<file path="config.mk">
export PLATFORM = sky130hd
export DESIGN_NAME = rv3n_bht_predictor
export DESIGN_NICKNAME = d
export VERILOG_FILES = /design/src/rtl/rv3n_bht_predictor.sv
export SDC_FILE = /design/constraint.sdc
export NUM_CORES = 1
export LEC_CHECK = 0
export ABC_AREA = 1
export CORE_MARGIN = 10
export CORE_UTILIZATION = 30
export DETAILED_ROUTE_END_ITERATION = 8
export DONT_BUFFER_PORTS = 1
export HOLD_SLACK_MARGIN = 0.1
export PLACE_DENSITY = 0.41
export SYNTH_ARGS = -nofsm -noshare
export SYNTH_HDL_FRONTEND = slang
export SYNTH_SLANG_ARGS = --single-unit
export TNS_END_PERCENT = 20
</file>
<file path="constraint.sdc">
create_clock -name clk -period 4.1 [get_ports clk]
set_clock_uncertainty 0.1 [all_clocks]
set_input_delay 0.41 -clock clk [delete_from_list [all_inputs] [get_ports clk]]
set_output_delay 0.41 -clock clk [all_outputs]
set_load 0.02 [all_outputs]
</file>
<file path="src/rtl/rv3n_bht_predictor.sv">
// rv3n_bht_predictor: 2-bit saturating-counter branch history table with an init sweep, registered 1-cycle prediction answers and saturating update/mispredict statistics.
// Ports: clk/rst (sync, active-low); ch2predictor_* resolved-branch reports; fetch_pdt_req_* queries; fetch_pdt_ack_* answers; predictor_ready; pdt_update_count/pdt_miss_count.
module rv3n_bht_predictor #(
  parameter int          XLEN      = 32,
  parameter int          BHT_IDX_W = 6,
  parameter logic [1:0]  CNT_INIT  = 2'b01
) (
  input  logic            clk,
  input  logic            rst,
  input  logic            ch2predictor_valid,
  input  logic [XLEN-1:0] ch2predictor_pc,
  input  logic            ch2predictor_predict,
  input  logic            ch2predictor_taken,
  input  logic            fetch_pdt_req_valid,
  input  logic [XLEN-1:0] fetch_pdt_req_pc,
  output logic            fetch_pdt_ack_valid,
  output logic            fetch_pdt_ack_taken,
  output logic            predictor_ready,
  output logic [31:0]     pdt_update_count,
  output logic [31:0]     pdt_miss_count
);
  typedef enum logic {INIT, RUN} state_e;
  state_e               state_q, state_d;
  logic [BHT_IDX_W-1:0] sweep_q, sweep_d, upd_idx, req_idx;
  logic [1:0]           tbl_q [2**BHT_IDX_W];
  logic [1:0]           cur, nxt;
  logic                 upd, ready_q, ack_valid_q, ack_taken_q, ack_taken_d;
  logic [31:0]          upd_cnt_q, miss_cnt_q;
  logic                 unused_pc;
  assign unused_pc = ^{ch2predictor_pc[XLEN-1:BHT_IDX_W+1], ch2predictor_pc[0],
                       fetch_pdt_req_pc[XLEN-1:BHT_IDX_W+1], fetch_pdt_req_pc[0]};
  // Halfword-granular index so RVC branches get their own entries.
  assign upd_idx = ch2predictor_pc[BHT_IDX_W:1];
  assign req_idx = fetch_pdt_req_pc[BHT_IDX_W:1];
  assign upd     = rst && ch2predictor_valid && state_q == RUN;
  assign cur     = tbl_q[upd_idx];
  assign nxt     = ch2predictor_taken ? cur + {1'b0, cur != 2'b11} : cur - {1'b0, cur != 2'b00};
  always_comb begin
    state_d     = (state_q == INIT && sweep_q == '1) ? RUN : state_q;
    sweep_d     = state_q == INIT ? sweep_q + 1'b1 : sweep_q;
    // A same-cycle update to the queried entry is forwarded so the answer sees it.
    ack_taken_d = fetch_pdt_req_valid && state_q == RUN &&
                  ((upd && upd_idx == req_idx) ? nxt[1] : tbl_q[req_idx][1]);
  end
  // Table has no reset of its own; the sweep after every reset rewrites it.
  always_ff @(posedge clk) begin
    if (rst && state_q == INIT) tbl_q[sweep_q] <= CNT_INIT;
    else if (upd) tbl_q[upd_idx] <= nxt;
  end
  always_ff @(posedge clk) begin
    if (!rst) begin
      state_q     <= INIT;
      sweep_q     <= '0;
      ready_q     <= 1'b0;
      ack_valid_q <= 1'b0;
      ack_taken_q <= 1'b0;
      upd_cnt_q   <= '0;
      miss_cnt_q  <= '0;
    end else begin
      state_q     <= state_d;
      sweep_q     <= sweep_d;
      ready_q     <= state_q == RUN;
      ack_valid_q <= fetch_pdt_req_valid;
      ack_taken_q <= ack_taken_d;
      upd_cnt_q   <= upd_cnt_q + 32'(upd && upd_cnt_q != '1);
      miss_cnt_q  <= miss_cnt_q + 32'(upd && ch2predictor_predict != ch2predictor_taken && miss_cnt_q != '1);
    end
  end
  assign fetch_pdt_ack_valid = ack_valid_q;
  assign fetch_pdt_ack_taken = ack_taken_q;
  assign predictor_ready     = ready_q;
  assign pdt_update_count    = upd_cnt_q;
  assign pdt_miss_count      = miss_cnt_q;
endmodule

</file>
Word level (Yosys, flattened, before mapping)
Memory sizes are Yosys's and may differ from the RTL's.
Index checks and enable logic that the tools add are counted.
{"block": "totals", "regBits": 74, "ram_bits": 128, "inputBits": 70, "out_inout_bits": 67, "elab_cells": 42, "memories": 1}
{"name": "tbl_q", "words": 64, "width": 2, "rd": 2, "rd_ports_with_merged_regs": 0, "wr": 1, "line_no": "25", "text": "logic [1:0] tbl_q [2**BHT_IDX_W];"}
{"block": "classes", "addsub": 5, "n_eq_ne": 6, "muxes": 10, "n_bitwise": 1, "n_reduce_logical": 12}
{"op": "$add A32 B1 Y32", "count": 2}
{"op": "$ne A32 B32 Y1 const B", "count": 2}
{"op": "$logic_and A1 B1 Y1", "count": 10}
{"op": "$mux W1", "count": 7}
{"op": "$add A6 B1 Y6 const B", "count": 1}
{"op": "$eq A6 B6 Y1", "count": 1}
{"op": "$eq A6 B6 Y1 const B", "count": 1}
{"op": "$mux W6", "count": 1}
{"op": "$mux W2", "count": 2}
{"op": "$add A2 B1 Y2", "count": 1}
{"op": "$ne A2 B2 Y1 const B", "count": 1}
{"op": "$reduce_bool A2 Y1", "count": 1}
{"op": "$reduce_or A2 Y1", "count": 1}
{"op": "$sub A2 B1 Y2", "count": 1}
{"op": "$ne A1 B1 Y1", "count": 1}
{"op": "$not A1 Y1", "count": 1}

Depth between registers and ports, before layout
Gate-level depths: netlist of run 1.
{"block": "logic_depth", "depth_word": 7, "depth_mapped": 23}

Worst setup path before layout of run 1
No wires, ideal clock.
{"block": "synth_timing", "path_type": "input-to-reg", "start": "input port ch2predictor_pc[2]", "end": "memory tbl_q[0][1] (data pin)", "setup_time_ns": 0.548, "t_arrival_ns": 3.808, "t_required_ns": 3.452, "path_slack_ns": -0.356, "path_stages": 19, "cell_sequence": "buf_2 -> clkbuf_1 -> nand3_1 -> nand3_1 -> nand2_1 -> nand2_1 -> nand3_1 -> nand3_1 -> nand2_1 -> inv_1 -> nand2_1 -> nand2_1 -> nand2_1 -> ha_1 -> inv_1 -> nand3_1 -> nand2_1 -> nand3_1 -> a21oi_1"}
{"block": "synth_via", "elab_chain_cells": 5}
{"item": "from (decl)", "line_no": "11", "text": "input logic [XLEN-1:0] ch2predictor_pc,"}
{"item": "$mem_v2 Z64 W2 *"}
{"item": "$ne A2 B2 Y1 / $reduce_bool A2 Y1 (equally long branches)", "line_no": "37", "text": "assign nxt = ch2predictor_taken ? cur + {1'b0, cur != 2'b11} : cur - {1'b0, cur != 2'b00};"}
{"item": "$add A2 B1 Y2 / $sub A2 B1 Y2 (equally long branches)", "line_no": "37"}
{"item": "$mux W2 *", "line_no": "37"}
{"item": "$mux W2 (no source line) *"}
{"item": "to (decl)", "line_no": "25"}
Every way passes the cells marked *; elsewhere a longest branch is shown, timed or not.

Worst setup path in the final report of run 1
{"block": "layout_timing", "start": "input port rst", "end": "register miss_cnt_q[31], in the netlist pdt_miss_count[31]"}
{"block": "layout_via", "elab_chain_cells": 5}
{"item": "from (decl)", "line_no": "9", "text": "input logic rst,"}
{"item": "$logic_and A1 B1 Y1 (2 in a row)", "line_no": "35", "text": "assign upd = rst && ch2predictor_valid && state_q == RUN;"}
{"item": "$logic_and A1 B1 Y1 (2 in a row)", "line_no": "66", "text": "miss_cnt_q <= miss_cnt_q + 32'(upd && ch2predictor_predict != ch2predictor_taken && miss_cnt_q != '1);"}
{"item": "$add A32 B1 Y32", "line_no": "66"}
{"item": "to (signal assigned)", "line_no": "66"}
{"item": "to (decl)", "line_no": "28", "text": "logic [31:0] upd_cnt_q, miss_cnt_q;"}
Parallel ways exist; a longest one is shown, timed or not.
A chain may end at the register's enable or synchronous reset.

==> results of run 1 <==
==> cell usage after synthesis, types with 7 or more instances <==
library cell | instances | share of area, %
a21oi_1 | 46 | 2.3
buf_2 | 19 | 0.95
clkbuf_1 | 17 | 0.64
dfxtp_1 | 74 | 15
edfxtp_1 | 128 | 39
ha_1 | 7 | 0.88
inv_1 | 132 | 5.0
inv_2 | 7 | 0.26
nand2_1 | 289 | 11
nand3_1 | 168 | 8.4
nand4_1 | 23 | 1.4
nor2_1 | 115 | 4.3
nor3_1 | 31 | 1.6
nor4_1 | 21 | 1.3
o211ai_1 | 11 | 0.83
o21ai_0 | 45 | 2.3
or2_2 | 7 | 0.44
xnor2_1 | 7 | 0.61
xor2_1 | 9 | 0.79
==> metal layers <==
metal,track usage [%],up-vias,part of all wire [%]
li1,-,4050,-
met1,19.39,3874,44
met2,24.91,236,46
met3,3.934,35,7.9
met4,3.277,0,1.7
met5,0,-,0
==> through the flow <==
| stage | total power [mW] | setup WS, ps |
|---|---|---|
| 2_1_floorplan | 2.368 | 528.5 |
| 3_3_place_gp | 2.402 | 558.4 |
| 3_5_place_dp | 2.403 | 569.4 |
| 4_1_cts | 4.621 | 314.4 |
| 5_1_grt | 4.710 | 71.51 |
| 6_report | 4.559 | 461.5 |
==> power breakdown <==
part | total [mW] | internal, mW | switching (mW)
logic | 0.224 | 0.0701 | 0.154
clock network | 2.19 | 1.32 | 0.870
registers | 2.15 | 2.14 | 0.00400
total | 4.56 | 3.53 | 1.03
==> state kept, by name (all words and copies together) (netlist names) <==
signal / flops
sweep_q: 6
state_q: 1
predictor_ready: 1
pdt_miss_count: 32
fetch_pdt_ack_taken: 1
tbl_q: 128
fetch_pdt_ack_valid: 1
pdt_update_count: 32
==> cell type report <==
class | instances | area share (%)
Clock buffer | 34 | 6.214
Tap cell | 442 | 4.896
Timing Repair Buffer | 13 | 1.396
Sequential cell | 202 | 47.14
Inverter | 139 | 4.619
Multi-Input combinational cell | 819 | 34.80
Clock inverter | 13 | 0.9304
==> logic make-up (layout without fill, tap and decap cells) <==
logic type | Yosys count | after routing
xor gates and xnor gates | 16 | 16
DFF | 202 | 202
buffers and inverters | 183 | 199
AOI/OAI and AO/OA | 120 | 120
and+or+nand+nor | 676 | 676
adders and majority gates | 7 | 7
==> repair_timing <==
item | CTS | global route
hold buffers | 5 | 0
endpoints found under the setup margin | 0 | 3
gates resized for setup | 0 | 2
endpoints found under the hold margin | 49 | 0
==> layout by cell type, fill, tap and decap left out, types with 2 or more instances in the layout <==
cell / count
xor2_1: 9
o21ai_1: 5
a211oi_1: 4
o211ai_1: 11
bufinv_16: 2
buf_12: 4
inv_2: 7
nor2_1: 115
inv_1: 132
ha_1: 7
or2_2: 7
nor2_2: 3
edfxtp_1: 128
clkbuf_1: 7
a21oi_1: 45
nand2_2: 4
buf_4: 5
dlygate4sd3_1: 4
nor4_1: 21
a31oi_1: 2
nand3_1: 168
clkinv_2: 3
dfxtp_1: 74
nand2_1: 289
o21ai_0: 45
clkbuf_16: 27
nor2_4: 6
clkinv_1: 8
o31ai_1: 2
xnor2_1: 7
nand4_1: 23
o21ai_2: 3
nor3_2: 3
nor3_1: 31
==> worst min-delay path by stage <==
stage                                endpoint               startpoint  depth (start not counted)  slack [ps]
2_1_floorplan         sweep_q[5]$_SDFFE_PN0N_  sweep_q[4]$_SDFFE_PN0N_                          2         360
3_3_place_gp          sweep_q[5]$_SDFFE_PN0N_  sweep_q[4]$_SDFFE_PN0N_                          2         370
3_5_place_dp          sweep_q[5]$_SDFFE_PN0N_  sweep_q[4]$_SDFFE_PN0N_                          2         370
4_1_cts        fetch_pdt_ack_taken$_SDFF_PN0_      fetch_pdt_req_pc[6]                          5         190
5_1_grt        pdt_update_count[2]$_SDFF_PN0_                      rst                          2         210
6_report       pdt_update_count[2]$_SDFF_PN0_                      rst                          2         200
==> critical path: cells and delay by family <==
kind	cells	cell delay, ps
compound gates	3	580
fa+ha+maj	1	260
buf+inv	3	1000
simple gates	10	1690
==> out/metrics.csv, run 1 <==
metric,value,unit
die area,0.04093,mm2
multiplexer share of the synthesized area,0,%
RR Startpoint,state_q$_SDFFE_PN0P_,
placed cell area,0.01042,mm2
Max-cap violations,0,
FF-to-FF setup slack,730,ps
CTS Buf Count,26,
vias in the first global route,7899,
synth unique cells,39,
final hold slack,196.5,ps
ANT nets after route,0,
via count,8195,
first-pass GRT wire length,48240,um
data required time at the worst endpoint,4420,ps
unrepaired setup endpoints after global routing,no,
Reg2Reg Depth,15,
Critical Path Fanout Max,47,
"flops & latches, synth",202,
CTS tree,done,
share of the yosys chip area belonging to registers,53.41,%
status,finished clean,
min cycle time layout,3638,ps
Setup CP Type,in -> reg,
Finished Cell Area,0.01130,mm2
fill count,3493,
area grow syn2layout,13.29,%
Hold Path Class,in -> reg,
Setup crit start,rst,
largest net degree at the start of global routing,68,
slew at the pin closest to its max-slew limit,908.3,ps
# Post-CTS Setup Buffers,0,
worst relative slew slack,39.38,%
Total Nets Final,1278,
"Slowest-stage cell, CP",dlygate4sd3_1,
vias per inst,4.931,
syn_area_per_cell,8.281,um2
yosys warns,0,
DRC Markers,0,
antenna violations before repair,0,
Fin Setup TNS,0,ps
ys flop type,edfxtp_1,
Final GP Congestion,0.8013,
clk root buf,clkbuf_16,
DIE WIDTH,202.3,um
Setup crit end,pdt_miss_count[31]$_SDFF_PN0_,
Setup crit start kind,input pin,
Crit path largest cell delay,570,ps
DP Wirelength,20460,um
clk_lat worst skew,530,ps
crit path DAT,3960,ps
All-Layer GR Usage,15.09,%
Post-Synth XOR/XNOR Area,1.405,%
Antenna Cells,0,
drt initial violations,505,
PortBufs,0,
number of flops mapped to enable cells by yosys,128,
DR pass1 iterations,5,
IO Pins,137,
largest family of logic cells by synthesized area,simple AND/OR/NAND/NOR gates,
Initial Utilization,30.49,%
Critical R2R Capture,pdt_miss_count[31]$_SDFF_PN0_,
fmax,0.2748,GHz
crit-path most repeated cell,nand2_1,
Core ar.,0.03270,mm2
final wirelength,31860,um
post-route insts no fill,1662,
die height,202.3,um
H-tree Lvls,1,
mapped cell area,0.009971,mm2
"Async S/R FF share, synth",0,%
fin util,34.54,%
Final Setup Violations,0,
Post-Synth Adder-Cell Area,0.8784,%
sequential cell area,0.005325,mm2
row count,66,
"Hold Vio Cnt, Final",0,
"Critical Path, Cell by Cell",dlygate4sd3_1 > buf_12 > nand2_1 > nor2_4 > inv_2 > a311oi_2 > ha_1 > nand3_1 > nor2_1 > nand2_1 > nor2_2 > and3_1 > nand2_2 > nor3_2 > nand4_1 > o21ai_0 > a21oi_1,
clock sink count,202,
share of layout cells above drive strength 1,6.393,%
Overflow after GRT,0,
CP Capture Type,register,
Pleak,4.160,nW
Placed Instances,1610,
Synth Area in Simple Gates,30.27,%
clock buffer depth,3,
Cell Pwr Density,403.6,mW/mm2
"Net Count, Synth",1281,
footprint of the multi-input gates,0.003931,mm2
Gate Count Post-Synth,1204,
Max IR drop VDD,0.2652,mV
"Slew Viols, Final",0,
Compound-Gate Fraction of Synth Area,6.651,%
drt wl/cell,19.17,um
Clock transition at path regs,60,ps
post-route clock period utilization,88.74,%
No activity file was read; power rests on OpenSTA's default activity.
==> run 2: changes to the inputs <==
--- a/config.mk
+++ b/config.mk
@@ -6,8 +6,9 @@
 export NUM_CORES = 1
 export LEC_CHECK = 0
 export ABC_AREA = 1
-export CORE_MARGIN = 10
+export CORE_MARGIN = 1.5
 export CORE_UTILIZATION = 30
+export CTS_CLUSTER_DIAMETER = 80
 export DETAILED_ROUTE_END_ITERATION = 8
 export DONT_BUFFER_PORTS = 1
 export HOLD_SLACK_MARGIN = 0.1
==> run 2 against run 1 <==
Cell area unchanged. Via count down 0.73%. Global-route usage up 3.0 points. Maximum frequency down 0.18%. Setup slack worse by 6.5 ps. Cell count unchanged. Sequential power about the same. Total power down 0.95%. Combinational power about the same. Critical endpoint unchanged. Highest routed layer unchanged.
==> out/metrics.csv, run 2 (synthesis results as in run 1) <==
metric,value,unit
status,finished clean,
most frequent cells in the layout,"289 x nand2_1, 168 x nand3_1, 132 x inv_1",
unrepaired setup endpoints after global routing,no,
CTS tree,done,
PortBufs,0,
drt initial violations,485,
clock buffer depth,3,
placed cell area,0.01044,mm2
"Most flops, register",tbl_q,
area grow syn2layout,13.29,%
Cell Pwr Density,399.7,mW/mm2
DP Wirelength,19780,um
Initial Utilization,30.57,%
"Hold Vio Cnt, Final",0,
Worst Hold Endpoint,fetch_pdt_ack_taken$_SDFF_PN0_,
slew at the pin closest to its max-slew limit,924.0,ps
Placed Instances,1613,
worst relative slew slack,37.83,%
All-Layer GR Usage,18.11,%
Largest register FFs,128,
die height,185.3,um
ANT nets after route,0,
antenna violations before repair,0,
IO Pins,137,
die area,0.03434,mm2
final hold slack,172.8,ps
Worst Hold Launch,fetch_pdt_req_pc[6],
fmax,0.2744,GHz
post-route insts no fill,1662,
DIE WIDTH,185.3,um
Reg2Reg Depth,21,
Max IR drop VDD,0.2766,mV
crit path DAT,3950,ps
Fin Setup TNS,0,ps
via count,8135,
Setup crit start,rst,
Antenna Cells,0,
data required time at the worst endpoint,4400,ps
DRC Markers,0,
post-route clock period utilization,88.90,%
first-pass GRT wire length,47070,um
CTS Buf Count,25,
Setup crit start kind,input pin,
clk_lat worst skew,530,ps
Pleak,4.168,nW
"commonest non-fill, non-tap cell in the layout",nand2_1,
Critical Path Fanout Max,47,
Final Power,4.515,mW
FF-to-FF setup slack,700,ps
Final Setup Violations,0,
Total Nets Final,1279,
vias in the first global route,8063,
share of layout cells above drive strength 1,6.885,%
drt wl/cell,18.35,um
RR Startpoint,pdt_update_count[21]$_SDFF_PN0_,
# Post-CTS Setup Buffers,0,
Finished Cell Area,0.01130,mm2
Overflow after GRT,0,
clock sink count,202,
row count,66,
fill count,3428,
H-tree Lvls,1,
Max-cap violations,0,
vias per inst,4.895,
Setup CP Type,in -> reg,
Critical R2R Capture,pdt_update_count[28]$_SDFF_PN0_,
clk root buf,clkbuf_16,
Hold Path Class,in -> reg,
"Slew Viols, Final",0,
min cycle time layout,3645,ps
hold depth,4,
Clock transition at path regs,60,ps
final wirelength,30490,um
largest net degree at the start of global routing,68,
CP Capture Type,register,
DR pass1 iterations,5,
Core ar.,0.03262,mm2
Final GP Congestion,0.7779,
==> run 2: cell types whose count changed in the layout (fill, tap and decap cells not counted), sizes merged <==
cell / previous run / this run
clkbuf: 34 / 36
buf: 9 / 12
bufinv: 2 / 1
dlygate4sd3: 4 / 3
clkinv: 11 / 8
==> run 2: worst max-delay path by stage <==
stage                                                to  slack [ps]  depth (start not counted)
after floorplan                   tbl_q[0][1]$_DFFE_PP_         530                         19
after global placement    pdt_miss_count[31]$_SDFF_PN0_         610                         15
after detailed placement  pdt_miss_count[31]$_SDFF_PN0_         620                         15
after CTS                 pdt_miss_count[31]$_SDFF_PN0_         330                         17
after global routing      pdt_miss_count[31]$_SDFF_PN0_          30                         17
final                     pdt_miss_count[31]$_SDFF_PN0_         460                         17
==> run 2: final cells by class <==
class	count	area (um2)	share of cell area (%)
inverters	139	521.8	4.619
well taps	442	553.0	4.896
clock inverters	9	63.81	0.5649
clock buffers	36	737.0	6.524
multi-input cells	819	3925	34.75
repair buffers	15	170.2	1.506
flip-flops and latches	202	5325	47.14
==> run 2: routing by layer <==
metal	GRT usage (%)	part of all wire, %
met1	23.37	45
met2	29.75	45
met3	4.915	8.1
met4	4.846	2.1
met5	0	0
==> run 2: where the power goes <==
group	total [mW]	switching (mW)	internal, mW
Clock	2.15	0.850	1.30
Sequential	2.15	0.00383	2.14
Combinational	0.221	0.150	0.0705
Total	4.52	1.00	3.51
==> run 2: metrics by stage <==
step | worst slack (ps) | util, %
2_1_floorplan | 528.5 | -
3_3_place_gp | 608.9 | 32.01
3_5_place_dp | 615.6 | 32.01
4_1_cts | 334.5 | 34.61
5_1_grt | 25.56 | 34.63
6_report | 455.0 | 34.63
==> run 2: worst max-delay path, cell delays in order <==
cell,delay (ps)
dlygate4sd3_1,580
buf_12,240
nand2_1,180
nor2_4,200
inv_2,180
a311oi_1,350
ha_1,250
nand3_1,110
nor2_1,170
nand2_1,130
nor2_2,130
and3_1,200
nand2_2,100
nor3_2,280
nand4_1,180
o21ai_0,180
a21oi_1,60
==> run 2: timing repair <==
item | in CTS | in global routing
hold buffers | 4 | 0
resized for setup | 0 | 1
setup endpoints to repair | 0 | 2
endpoints found under the hold margin | 48 | 0
==> run 3: changes to the inputs <==
--- a/config.mk
+++ b/config.mk
@@ -8,11 +8,12 @@
 export ABC_AREA = 1
 export CORE_MARGIN = 1.5
 export CORE_UTILIZATION = 30
+export CTS_BUF_LIST = sky130_fd_sc_hd__clkbuf_4 sky130_fd_sc_hd__clkbuf_8
 export CTS_CLUSTER_DIAMETER = 80
 export DETAILED_ROUTE_END_ITERATION = 8
 export DONT_BUFFER_PORTS = 1
 export HOLD_SLACK_MARGIN = 0.1
-export PLACE_DENSITY = 0.41
+export PLACE_DENSITY = 0.4
 export SYNTH_ARGS = -nofsm -noshare
 export SYNTH_HDL_FRONTEND = slang
 export SYNTH_SLANG_ARGS = --single-unit
==> constraint.sdc (replaced) <==
create_clock -name clk -period 4.6 [get_ports clk]
set_clock_uncertainty 0.1 [all_clocks]
set_input_delay 0.46 -clock clk [delete_from_list [all_inputs] [get_ports clk]]
set_output_delay 0.46 -clock clk [all_outputs]
set_load 0.02 [all_outputs]
==> run 3 against run 2 <==
Global-route usage up 0.15 points. Flip-flop and latch count unchanged. Setup slack better by 700 ps. Total power down 15%. Sequential share of layout area up 0.46 points. Utilization down 0.34 points. Routed wire length up 1.4%. Via count up 0.17%. Non-clock buffer count down 4. Clock power down 20%. Combinational power down 11%. Highest routed layer unchanged.
==> out/metrics.csv, run 3 (synthesis results as in run 1) <==
metric,value,unit
Overflow after GRT,0,
Max IR drop VDD,0.1635,mV
drt initial violations,482,
CP Buf/Inv Count,1,
CTS Buf Count,39,
Setup crit start kind,register,
Core ar.,0.03262,mm2
"Slowest-stage cell, CP",dfxtp_1,
Cell Pwr Density,343.7,mW/mm2
DIE WIDTH,185.3,um
Antenna Cells,0,
via count,8149,
die area,0.03434,mm2
IO Pins,137,
vias in the first global route,8067,
"Critical Path, Cell by Cell",nand2_1 > nor2_2 > inv_2 > a311oi_1 > ha_1 > nand3_1 > nor2_1 > nand2_1 > nor2_2 > and3_1 > nand2_2 > nor3_2 > nand4_1 > o21ai_0 > a21oi_1,
"Slew Viols, Final",0,
hold depth,3,
Largest register FFs,128,
DP Wirelength,19640,um
footprint of the multi-input gates,0.003920,mm2
min cycle time layout,3445,ps
status,finished clean,
clock buffer depth,3,
final hold slack,142.3,ps
CTS tree,done,
post-CTS resize count,0,
ANT nets after route,0,
Critical Path Fanout Max,14,
All-Layer GR Usage,18.26,%
final wirelength,30930,um
Setup CP Type,reg -> reg,
share of layout cells above drive strength 1,8.226,%
Pleak,4.140,nW
sequential cell area,0.005325,mm2
Placed Instances,1611,
clock sink count,202,
clk root buf,clkbuf_8,
# Post-CTS Setup Buffers,0,
Initial Utilization,30.57,%
Final Setup Violations,0,
antenna violations before repair,0,
crit path DAT,3760,ps
hold_buf cts,2,
Reg2Reg Depth,15,
"Hold Vio Cnt, Final",0,
CP top delay family,simple AND/OR/NAND/NOR gates,
"commonest non-fill, non-tap cell in the layout",nand2_1,
clk_lat worst skew,550,ps
DR pass1 iterations,5,
PortBufs,0,
Hold Path Class,in -> reg,
first-pass GRT wire length,47050,um
Max-cap violations,0,
Fin Setup TNS,0,ps
fmax,0.2903,GHz
fill count,3465,
"Most flops, register",tbl_q,
row count,66,
die height,185.3,um
slew at the pin closest to its max-slew limit,962.8,ps
post-route clock period utilization,74.89,%
H-tree Lvls,2,
drt wl/cell,18.39,um
vias per inst,4.845,
CP Capture Type,register,
Clock transition at path regs,60,ps
area grow syn2layout,12.18,%
worst relative slew slack,35.75,%
Crit path largest cell delay,420,ps
data required time at the worst endpoint,4920,ps
Stages on worst setup path,15,
DRC Markers,0,
most frequent cells in the layout,"289 x nand2_1, 168 x nand3_1, 132 x inv_1",
Total Nets Final,1289,
post-route insts no fill,1682,
Final GP Congestion,0.7775,
largest net degree at the start of global routing,68,
unrepaired setup endpoints after global routing,no,
run 3: per-stage QoR:
| stage | power, mW | setup WS (ps) | utilization [%] | cell area (um2) |
|---|---|---|---|---|
| floorplan | 2.110 | 94.24 | - | 9971 |
| global placement | 2.141 | 919.4 | 31.92 | 10410 |
| detailed placement | 2.140 | 929.4 | 31.92 | 10410 |
| CTS | 3.913 | 1076 | 34.29 | 11190 |
| global route | 4.013 | 639.3 | 34.29 | 11190 |
| finish | 3.844 | 1155 | 34.29 | 11190 |
run 3: routing by layer:
metal / vias up / wire, um / GRT usage [%]
li1: 4084 / - / -
met1: 3804 / 14410 / 24.22
met2: 209 / 13820 / 29.15
met3: 52 / 2060 / 4.738
met4: 0 / 637 / 5.333
met5: - / 0 / 0
run 3: worst paths after layout:
| path | from | to | slack [ps] |
|---|---|---|---|
| setup / recovery | state_q$_SDFFE_PN0P_ | pdt_miss_count[31]$_SDFF_PN0_ | 1160 |
| hold / removal | rst | pdt_miss_count[1]$_SDFF_PN0_ | 140 |
| hold reg to reg | sweep_q[4]$_SDFFE_PN0N_ | sweep_q[4]$_SDFFE_PN0N_ | 390 |
| setup reg to reg | state_q$_SDFFE_PN0P_ | pdt_miss_count[31]$_SDFF_PN0_ | 1160 |
run 3: layout make-up:
type                            instances  share of cell area [%]
Clock buffer                           53                   6.018
Clock inverter                         16                  0.6264
Inverter                              139                   4.664
Multi-Input combinational cell        819                   35.04
Sequential cell                       202                   47.61
Tap cell                              442                   4.944
Timing Repair Buffer                   11                   1.096
run 3: power by group:
part,switching [mW],total [mW],leakage (nW),internal (mW)
registers,0.00365,1.91,1.98,1.91
clock network,0.788,1.73,0.387,0.945
logic,0.136,0.197,1.77,0.0608
total,0.927,3.84,4.14,2.92
run 3: worst min-delay path, stage by stage:
cell and delay (ps):
buf_12 170, nand2_1 80, inv_1 30
